$ cat src/rtl/feature_pkg.sv
// Shared constants, state encoding and helpers for the feature frame packer.
package feature_pkg;

    localparam int DEF_WIDTH    = 32;
    localparam int DEF_NUM_FEAT = 42;

    typedef enum logic [1:0] {
        FILL    = 2'd0,
        FULL    = 2'd1,
        DISCARD = 2'd2
    } state_t;

    function automatic int word_offset(input int i, input int width);
        return i * width;
    endfunction

endpackage

$ cat src/rtl/feature_frame_reg.sv
// NUM_FEAT x WIDTH register bank: single-word indexed write or whole-frame load,
// read back as one packed flat vector.
module feature_frame_reg
    import feature_pkg::*;
#(
    parameter int WIDTH    = DEF_WIDTH,
    parameter int NUM_FEAT = DEF_NUM_FEAT,
    parameter int IDX_W    = (NUM_FEAT > 1) ? $clog2(NUM_FEAT) : 1
) (
    input  logic                      clk,
    input  logic                      rst,
    input  logic                      wr_en,
    input  logic [IDX_W-1:0]          wr_idx,
    input  logic [WIDTH-1:0]          wr_word,
    input  logic                      load,
    input  logic [NUM_FEAT*WIDTH-1:0] load_data,
    output logic [NUM_FEAT*WIDTH-1:0] flat
);

    logic [WIDTH-1:0] mem [NUM_FEAT];

    always_ff @(posedge clk) begin
        for (int i = 0; i < NUM_FEAT; i++) begin
            if (rst) begin
                mem[i] <= '0;
            end else if (load) begin
                mem[i] <= load_data[word_offset(i, WIDTH) +: WIDTH];
            end else if (wr_en && wr_idx == IDX_W'(i)) begin
                mem[i] <= wr_word;
            end
        end
    end

    for (genvar g = 0; g < NUM_FEAT; g++) begin : g_flat
        assign flat[g*WIDTH +: WIDTH] = mem[g];
    end

endmodule

$ cat src/rtl/feature_frame_packer.sv
// Double-buffered packer: assembles NUM_FEAT feature words into one flat frame,
// with frame-boundary error pulses and a delivered-frame counter.
module feature_frame_packer
    import feature_pkg::*;
#(
    parameter int WIDTH    = DEF_WIDTH,
    parameter int NUM_FEAT = DEF_NUM_FEAT,
    parameter int CNT_W    = 16
) (
    input  logic                      clk,
    input  logic                      rst,
    input  logic [WIDTH-1:0]          in_data,
    input  logic                      in_valid,
    input  logic                      in_last,
    output logic                      in_ready,
    output logic [NUM_FEAT*WIDTH-1:0] frame_data,
    output logic                      frame_valid,
    input  logic                      frame_ready,
    output logic [CNT_W-1:0]          frame_count,
    output logic                      err_short,
    output logic                      err_long
);

    localparam int IDX_W = (NUM_FEAT > 1) ? $clog2(NUM_FEAT) : 1;
    localparam logic [IDX_W-1:0] LAST_IDX = IDX_W'(NUM_FEAT - 1);

    state_t                    state;
    logic [IDX_W-1:0]          idx;
    logic                      discard;
    logic                      accept;
    logic                      handoff;
    logic                      load_out;
    logic                      fill_we;
    logic [NUM_FEAT*WIDTH-1:0] fill_flat;

    assign in_ready = (state != FULL);
    assign accept   = in_valid && in_ready;
    assign handoff  = frame_valid && frame_ready;
    assign fill_we  = accept && (state == FILL);
    // Output register is free when empty or being emptied this very cycle.
    assign load_out = (state == FULL) && (!frame_valid || frame_ready);

    feature_frame_reg #(
        .WIDTH    (WIDTH),
        .NUM_FEAT (NUM_FEAT),
        .IDX_W    (IDX_W)
    ) u_fill (
        .clk       (clk),
        .rst       (rst),
        .wr_en     (fill_we),
        .wr_idx    (idx),
        .wr_word   (in_data),
        .load      (1'b0),
        .load_data ('0),
        .flat      (fill_flat)
    );

    feature_frame_reg #(
        .WIDTH    (WIDTH),
        .NUM_FEAT (NUM_FEAT),
        .IDX_W    (IDX_W)
    ) u_out (
        .clk       (clk),
        .rst       (rst),
        .wr_en     (1'b0),
        .wr_idx    ('0),
        .wr_word   ('0),
        .load      (load_out),
        .load_data (fill_flat),
        .flat      (frame_data)
    );

    always_ff @(posedge clk) begin
        if (rst) begin
            state       <= FILL;
            idx         <= '0;
            discard     <= 1'b0;
            frame_valid <= 1'b0;
            frame_count <= '0;
            err_short   <= 1'b0;
            err_long    <= 1'b0;
        end else begin
            err_short <= 1'b0;
            err_long  <= 1'b0;
            if (handoff) begin
                frame_count <= frame_count + 1'b1;
            end
            if (load_out) begin
                frame_valid <= 1'b1;
            end else if (handoff) begin
                frame_valid <= 1'b0;
            end
            unique case (state)
                FILL: begin
                    if (accept) begin
                        if (idx == LAST_IDX) begin
                            idx      <= '0;
                            state    <= FULL;
                            discard  <= !in_last;
                            err_long <= !in_last;
                        end else if (in_last) begin
                            idx       <= '0;
                            err_short <= 1'b1;
                        end else begin
                            idx <= idx + 1'b1;
                        end
                    end
                end
                FULL: begin
                    if (load_out) begin
                        state <= discard ? DISCARD : FILL;
                    end
                end
                DISCARD: begin
                    if (accept && in_last) begin
                        state   <= FILL;
                        discard <= 1'b0;
                    end
                end
                default: state <= FILL;
            endcase
        end
    end

endmodule

$ cat config.mk
export PLATFORM = sky130hd
export DESIGN_NAME = feature_frame_packer
export DESIGN_NICKNAME = d
export VERILOG_FILES = /design/src/rtl/feature_pkg.sv /design/src/rtl/feature_frame_reg.sv /design/src/rtl/feature_frame_packer.sv
export SDC_FILE = /design/constraint.sdc
export NUM_CORES = 2
export LEC_CHECK = 0
export ABC_AREA = 1
export CORE_MARGIN = 5
export CORE_UTILIZATION = 35
export CTS_CLUSTER_SIZE = 12
export DETAILED_ROUTE_END_ITERATION = 6
export DONT_BUFFER_PORTS = 1
export PLACE_DENSITY = 0.47
export SYNTH_ARGS = -nofsm -noshare
export SYNTH_HDL_FRONTEND = slang
export SYNTH_SLANG_ARGS = --single-unit
$ cat constraint.sdc
create_clock -name clk -period 116.3 [get_ports clk]
set_input_delay 23.26 -clock clk [delete_from_list [all_inputs] [get_ports clk]]
set_output_delay 23.26 -clock clk [all_outputs]
set_load 0.1 [all_outputs]
======== After elaboration in Yosys (flattened, before gate mapping) ========
Memories as Yosys holds them, arrays and structs flattened.
Index checks and enable logic that the tools add are counted.
W data, S select, Z words.
storage, ports and cells
  flip-flop bits (word level) ............. 28
  RAM bits ................................ 2,688
  input port bits ......................... 37
  output and inout port bits .............. 1,364
  memories ................................ 2
cells by class
  add/sub/neg operators ................... 2
  eq/ne operators ......................... 48
  multiplexer cells ....................... 230
  bitwise gates (word level) .............. 87
  reduce and logical (&&, ||, !) cells .... 59
memories
  name        depth  width  read ports  clocked after Yosys merged registers in  wr ports  RTL line                 text
  u_fill.mem  42     32     42          0                                        42        feature_frame_reg.sv:20  logic [WIDTH-1:0] mem [NUM_FEAT];
  u_out.mem   42     32     42          0                                        42        feature_frame_reg.sv:20
operators with widths
  kind                     number
  $mux W32                 84
  $mux W1                  137
  $eq A6 B5 Y1 const B     16
  $or A1 B1 Y1             84
  $eq A6 B6 Y1 const B     10
  $eq A6 B4 Y1 const B     8
  $logic_and A1 B1 Y1      47
  $eq A6 B3 Y1 const B     4
  $add A16 B1 Y16 const B  1
  $eq A6 B2 Y1 const B     2
  $mux W6                  2
  $mux W2                  5
  $reduce_and A4 Y1        2
  $reduce_or A4 Y1         2
  $add A6 B1 Y6 const B    1
  $eq A6 B1 Y1 const B     1
  $logic_not A6 Y1         1
  $ne A2 B2 Y1 const B     3
  $pmux W2 S3              1
  $ne A2 B1 Y1 const B     2
  $reduce_bool A2 Y1       2
  $not A1 Y1               3
  $eq A2 B1 Y1 const B     1
  $eq A2 B2 Y1 const B     1
  other kinds (5)          6

======== Depth between registers and ports, before layout ========
  word-level depth ........................ 8
  gate-level depth with buffers ........... 9
  gate-level depth less buffers ........... 8

======== Hierarchy ========
A second synthesis with hierarchy kept.
unflattened totals
  cell total of the unflattened synthesis .. 12,407
  area total of the unflattened synthesis .. 121,926.9 um^2
by module, submodules not included
  module                instances  cells an instance  area each (um^2)  seq. area each (um^2)
  feature_frame_reg     2          6,106              60,271.6          40,358.7
  feature_frame_packer  1          195                1,383.8           560.5

======== Worst setup path before layout ========
OpenSTA, ideal clock, no wires.
  path type ............................... input -> register
  start point ............................. input frame_ready
  end point ............................... memory u_out.mem[0][0] in the netlist's numbering, enable pin
  arrival time ............................ 116.550 ns
  required time ........................... 111.376 ns
  path slack .............................. -5.174 ns
  cell stages on the path ................. 2
  buffers on the path ..................... 0
  cell sequence ........................... nor2_1 o21ai_0
RTL lines
  what                RTL line                    text
  start: declaration  feature_frame_packer.sv:18  input logic frame_ready,
  end: declaration    feature_frame_reg.sv:20

==> results.md <==
### Status
* result of the run: complete, no violations

### Clock network
* Post-CTS Setup Bufs: 0
* Clock Latency Late Sink: 900 ps
* Resized cells post-CTS: 0
* TritonCTS Buffers: 303
* CTS Sinks: 2,716
* depth of the CTS H-tree: 5
* number of buffers between clock root and the deepest sink: 4
* hold buffer count at CTS: 0
* CTS tree: built
* clock-pin transition on the worst setup and hold timing paths: 60 ps
* clock tree root driver cell: sky130_fd_sc_hd__clkbuf_16

### Routing
* 1st-pass router iterations: 5
* final routed DRC violation total: 0
* mean number of vias per cell: 4.75
* antenna viol nets, final: 0
* Detailed Route WL: 346 mm
* DRC violation total after the first TritonRoute iteration: 5,937
* drt wl/cell: 30.0 um
* Vias: 54,800

### Layout
* commonest non-fill, non-tap cells in the layout: 2,733 x sky130_fd_sc_hd__nor2_1, 2,688 x sky130_fd_sc_hd__edfxtp_1, 1,393 x sky130_fd_sc_hd__inv_1
* filler cell count in the final layout: 26,800
* commonest non-fill, non-tap cell in the layout: sky130_fd_sc_hd__nor2_1
* Layout Area Growth over Synthesis: 14.0%
* share of layout cells above drive strength 1: 8.68%
* number of nets in the final layout: 7,596

### STA
* clock period minus worst slack: 27,540 ps
* worst slew slack as a fraction of its limit: 13.8%
* Fin Hold WS: 496 ps
* fin. max-slew vios: 0
* final hold violation count: 0
* fmax: 36.3 MHz
* final clock skew: 30.3 ps
* TNS Setup: 0 ps
* final clock period utilization by the worst path: 23.7%
* setup repair after global routing missed its margin: false
* Final setup violation count: 0
* transition at the pin with the smallest max-transition slack: 1290 ps

### Setup path
* Worst Path Arrival: 28,030 ps
* highest fanout seen on the critical path: 80
* path type of the worst setup path: primary input to register
* Critical Path Source Type: primary input
* R2R Path Start: state[0]
* start point of the critical path: rst
* data required time at the worst endpoint: 116,790 ps
* CP endpoint kind: register

### Yosys
* count of different cell masters after synthesis: 26
* Post-Synthesis Cells: 7,512
* sequential share of the synthesized area: 81.5%
* Post-Syn Area: 99,700 um^2
* post-synthesis net count: 7,554
* average cell area after synthesis: 13.3 um^2
* flops & latches, synth: 2,716
* number of warning messages in the yosys log: 0

### Global routing
* wire length of the first global-routing pass: 462 mm
* total overflow reported by the global router: 0
* global routing usage summed across all routing layers: 22.7%
* antenna violations before repair: 33
* vias in the first global route: 53,000
* pin count of the biggest net entering global routing: 225

### Place
* HPWL after detailed placement: 210 mm
* final weighted congestion of routability-driven global placement: 0.787
* IO buf count: 0

### Run
* max-cap violation count: 0

### Floorplan
* width of the die: 544 um
* total I/O pin count: 1,401
* Die Area: 296,000 um^2
* std cell rows: 196
* starting density of the core: 35.1%
* Placeable Area: 284,000 um^2
* height of the chip: 544 um

### Power
* pwr/cell area: 19.7 nW/um^2
* largest voltage drop on the vdd net: 0.0000123 V
* standby leakage power: 0.0443 uW

### Min path
* hold path startpoint: discard
* worst hold path class: register to register

flip-flops by register name, summed over array words and instances (netlist names):
| register | count |
|---|---|
| err_short | 1 |
| idx | 6 |
| discard | 1 |
| state | 2 |
| u_out.mem | 1344 |
| frame_count | 16 |
| u_fill.mem | 1344 |
| frame_valid | 1 |
| err_long | 1 |
power by group:
part,total [uW],internal (uW),switching [uW]
registers,1270,1110,160
logic,60.1,5.93,54.2
clock network,908,508,400
total,2240,1630,614
per-layer routing:
metal | part of all wire, % | track usage (%)
met1 | 39 | 28.4
met2 | 47 | 36.2
met3 | 11 | 9.17
met4 | 3.3 | 6.78
met5 | 0.0049 | 0
final cells by class:
class	instances	area [um^2]	area share [%]
clock buffer	384	7990	7.03
clock inverter	143	1240	1.09
inverter	1429	5450	4.79
timing repair buffer	157	1200	1.06
sequential	2716	81300	71.5
tap	3762	4710	4.14
antenna	4	10.0	0.00880
multi-input combinational	2947	11900	10.4
logic make-up (layout without fill, tap and decap cells):
group | after synthesis | count (layout) | synth area share (%)
compound gates | 41 | 41 | 0.211
xor+xnor | 1 | 1 | 0.00878
fa+ha+maj | 5 | 5 | 0.0627
buf+inv | 1849 | 2113 | 7.14
flops | 2716 | 2716 | 81.5
other cells | 0 | 4 | 0
simple gates | 2900 | 2900 | 11.1
worst max-delay path, stage by stage:
cell	delay, ps
sky130_fd_sc_hd__inv_6	160
sky130_fd_sc_hd__o21ai_4	120
sky130_fd_sc_hd__buf_4	710
sky130_fd_sc_hd__buf_4	800
sky130_fd_sc_hd__buf_4	950
sky130_fd_sc_hd__buf_4	870
sky130_fd_sc_hd__buf_4	780
path summary, 6_finish.rpt:
path / end / slack, ps / cells past startpoint
setup reg to reg: u_out.mem[8][12] / 110160 / 10
setup / recovery: u_out.mem[8][12] / 88760 / 7
hold / removal: discard / 500 / 2
hold reg to reg: discard / 500 / 2
per-stage QoR:
stage / cell area (um^2) / utilization (%) / cells / setup WS (ps) / power (uW)
3_5_place_dp: 105000 / 36.7 / 11000 / 87790 / 1350
5_1_grt: 114000 / 40.0 / 11500 / 88410 / 2310
6_report: 114000 / 40.0 / 11500 / 88760 / 2240
3_3_place_gp: 105000 / 36.7 / 11000 / 87870 / 1350
4_1_cts: 114000 / 40.0 / 11500 / 88740 / 2260
2_1_floorplan: 99700 / - / 7512 / 31030 / 1360
cells in the mapped netlist:
master,count,area [um^2]
sky130_fd_sc_hd__nand2_2,2,12.5
sky130_fd_sc_hd__o21ai_0,29,145
sky130_fd_sc_hd__a221oi_1,1,8.76
sky130_fd_sc_hd__nand3_1,51,255
sky130_fd_sc_hd__ha_1,5,62.6
sky130_fd_sc_hd__nor2_2,2,12.5
sky130_fd_sc_hd__nor3_1,9,45.0
sky130_fd_sc_hd__or2_2,2,12.5
sky130_fd_sc_hd__a31oi_1,1,6.26
sky130_fd_sc_hd__dfxtp_1,28,561
sky130_fd_sc_hd__nand2_1,77,289
sky130_fd_sc_hd__inv_2,3,11.3
sky130_fd_sc_hd__nor2_1,2735,10300
sky130_fd_sc_hd__nor3_4,1,16.3
sky130_fd_sc_hd__nor3_2,6,60.1
sky130_fd_sc_hd__buf_1,4,15.0
sky130_fd_sc_hd__edfxtp_1,2688,80700
sky130_fd_sc_hd__a21oi_1,10,50.1
sky130_fd_sc_hd__clkinv_1,33,124
sky130_fd_sc_hd__buf_2,143,716
sky130_fd_sc_hd__nand4_1,7,43.8
sky130_fd_sc_hd__nor3b_1,6,45.0
sky130_fd_sc_hd__inv_1,1393,5230
sky130_fd_sc_hd__xor2_1,1,8.76
sky130_fd_sc_hd__clkbuf_1,273,1020
sky130_fd_sc_hd__nor4_1,2,12.5
Power figures use the tool's default switching activity.
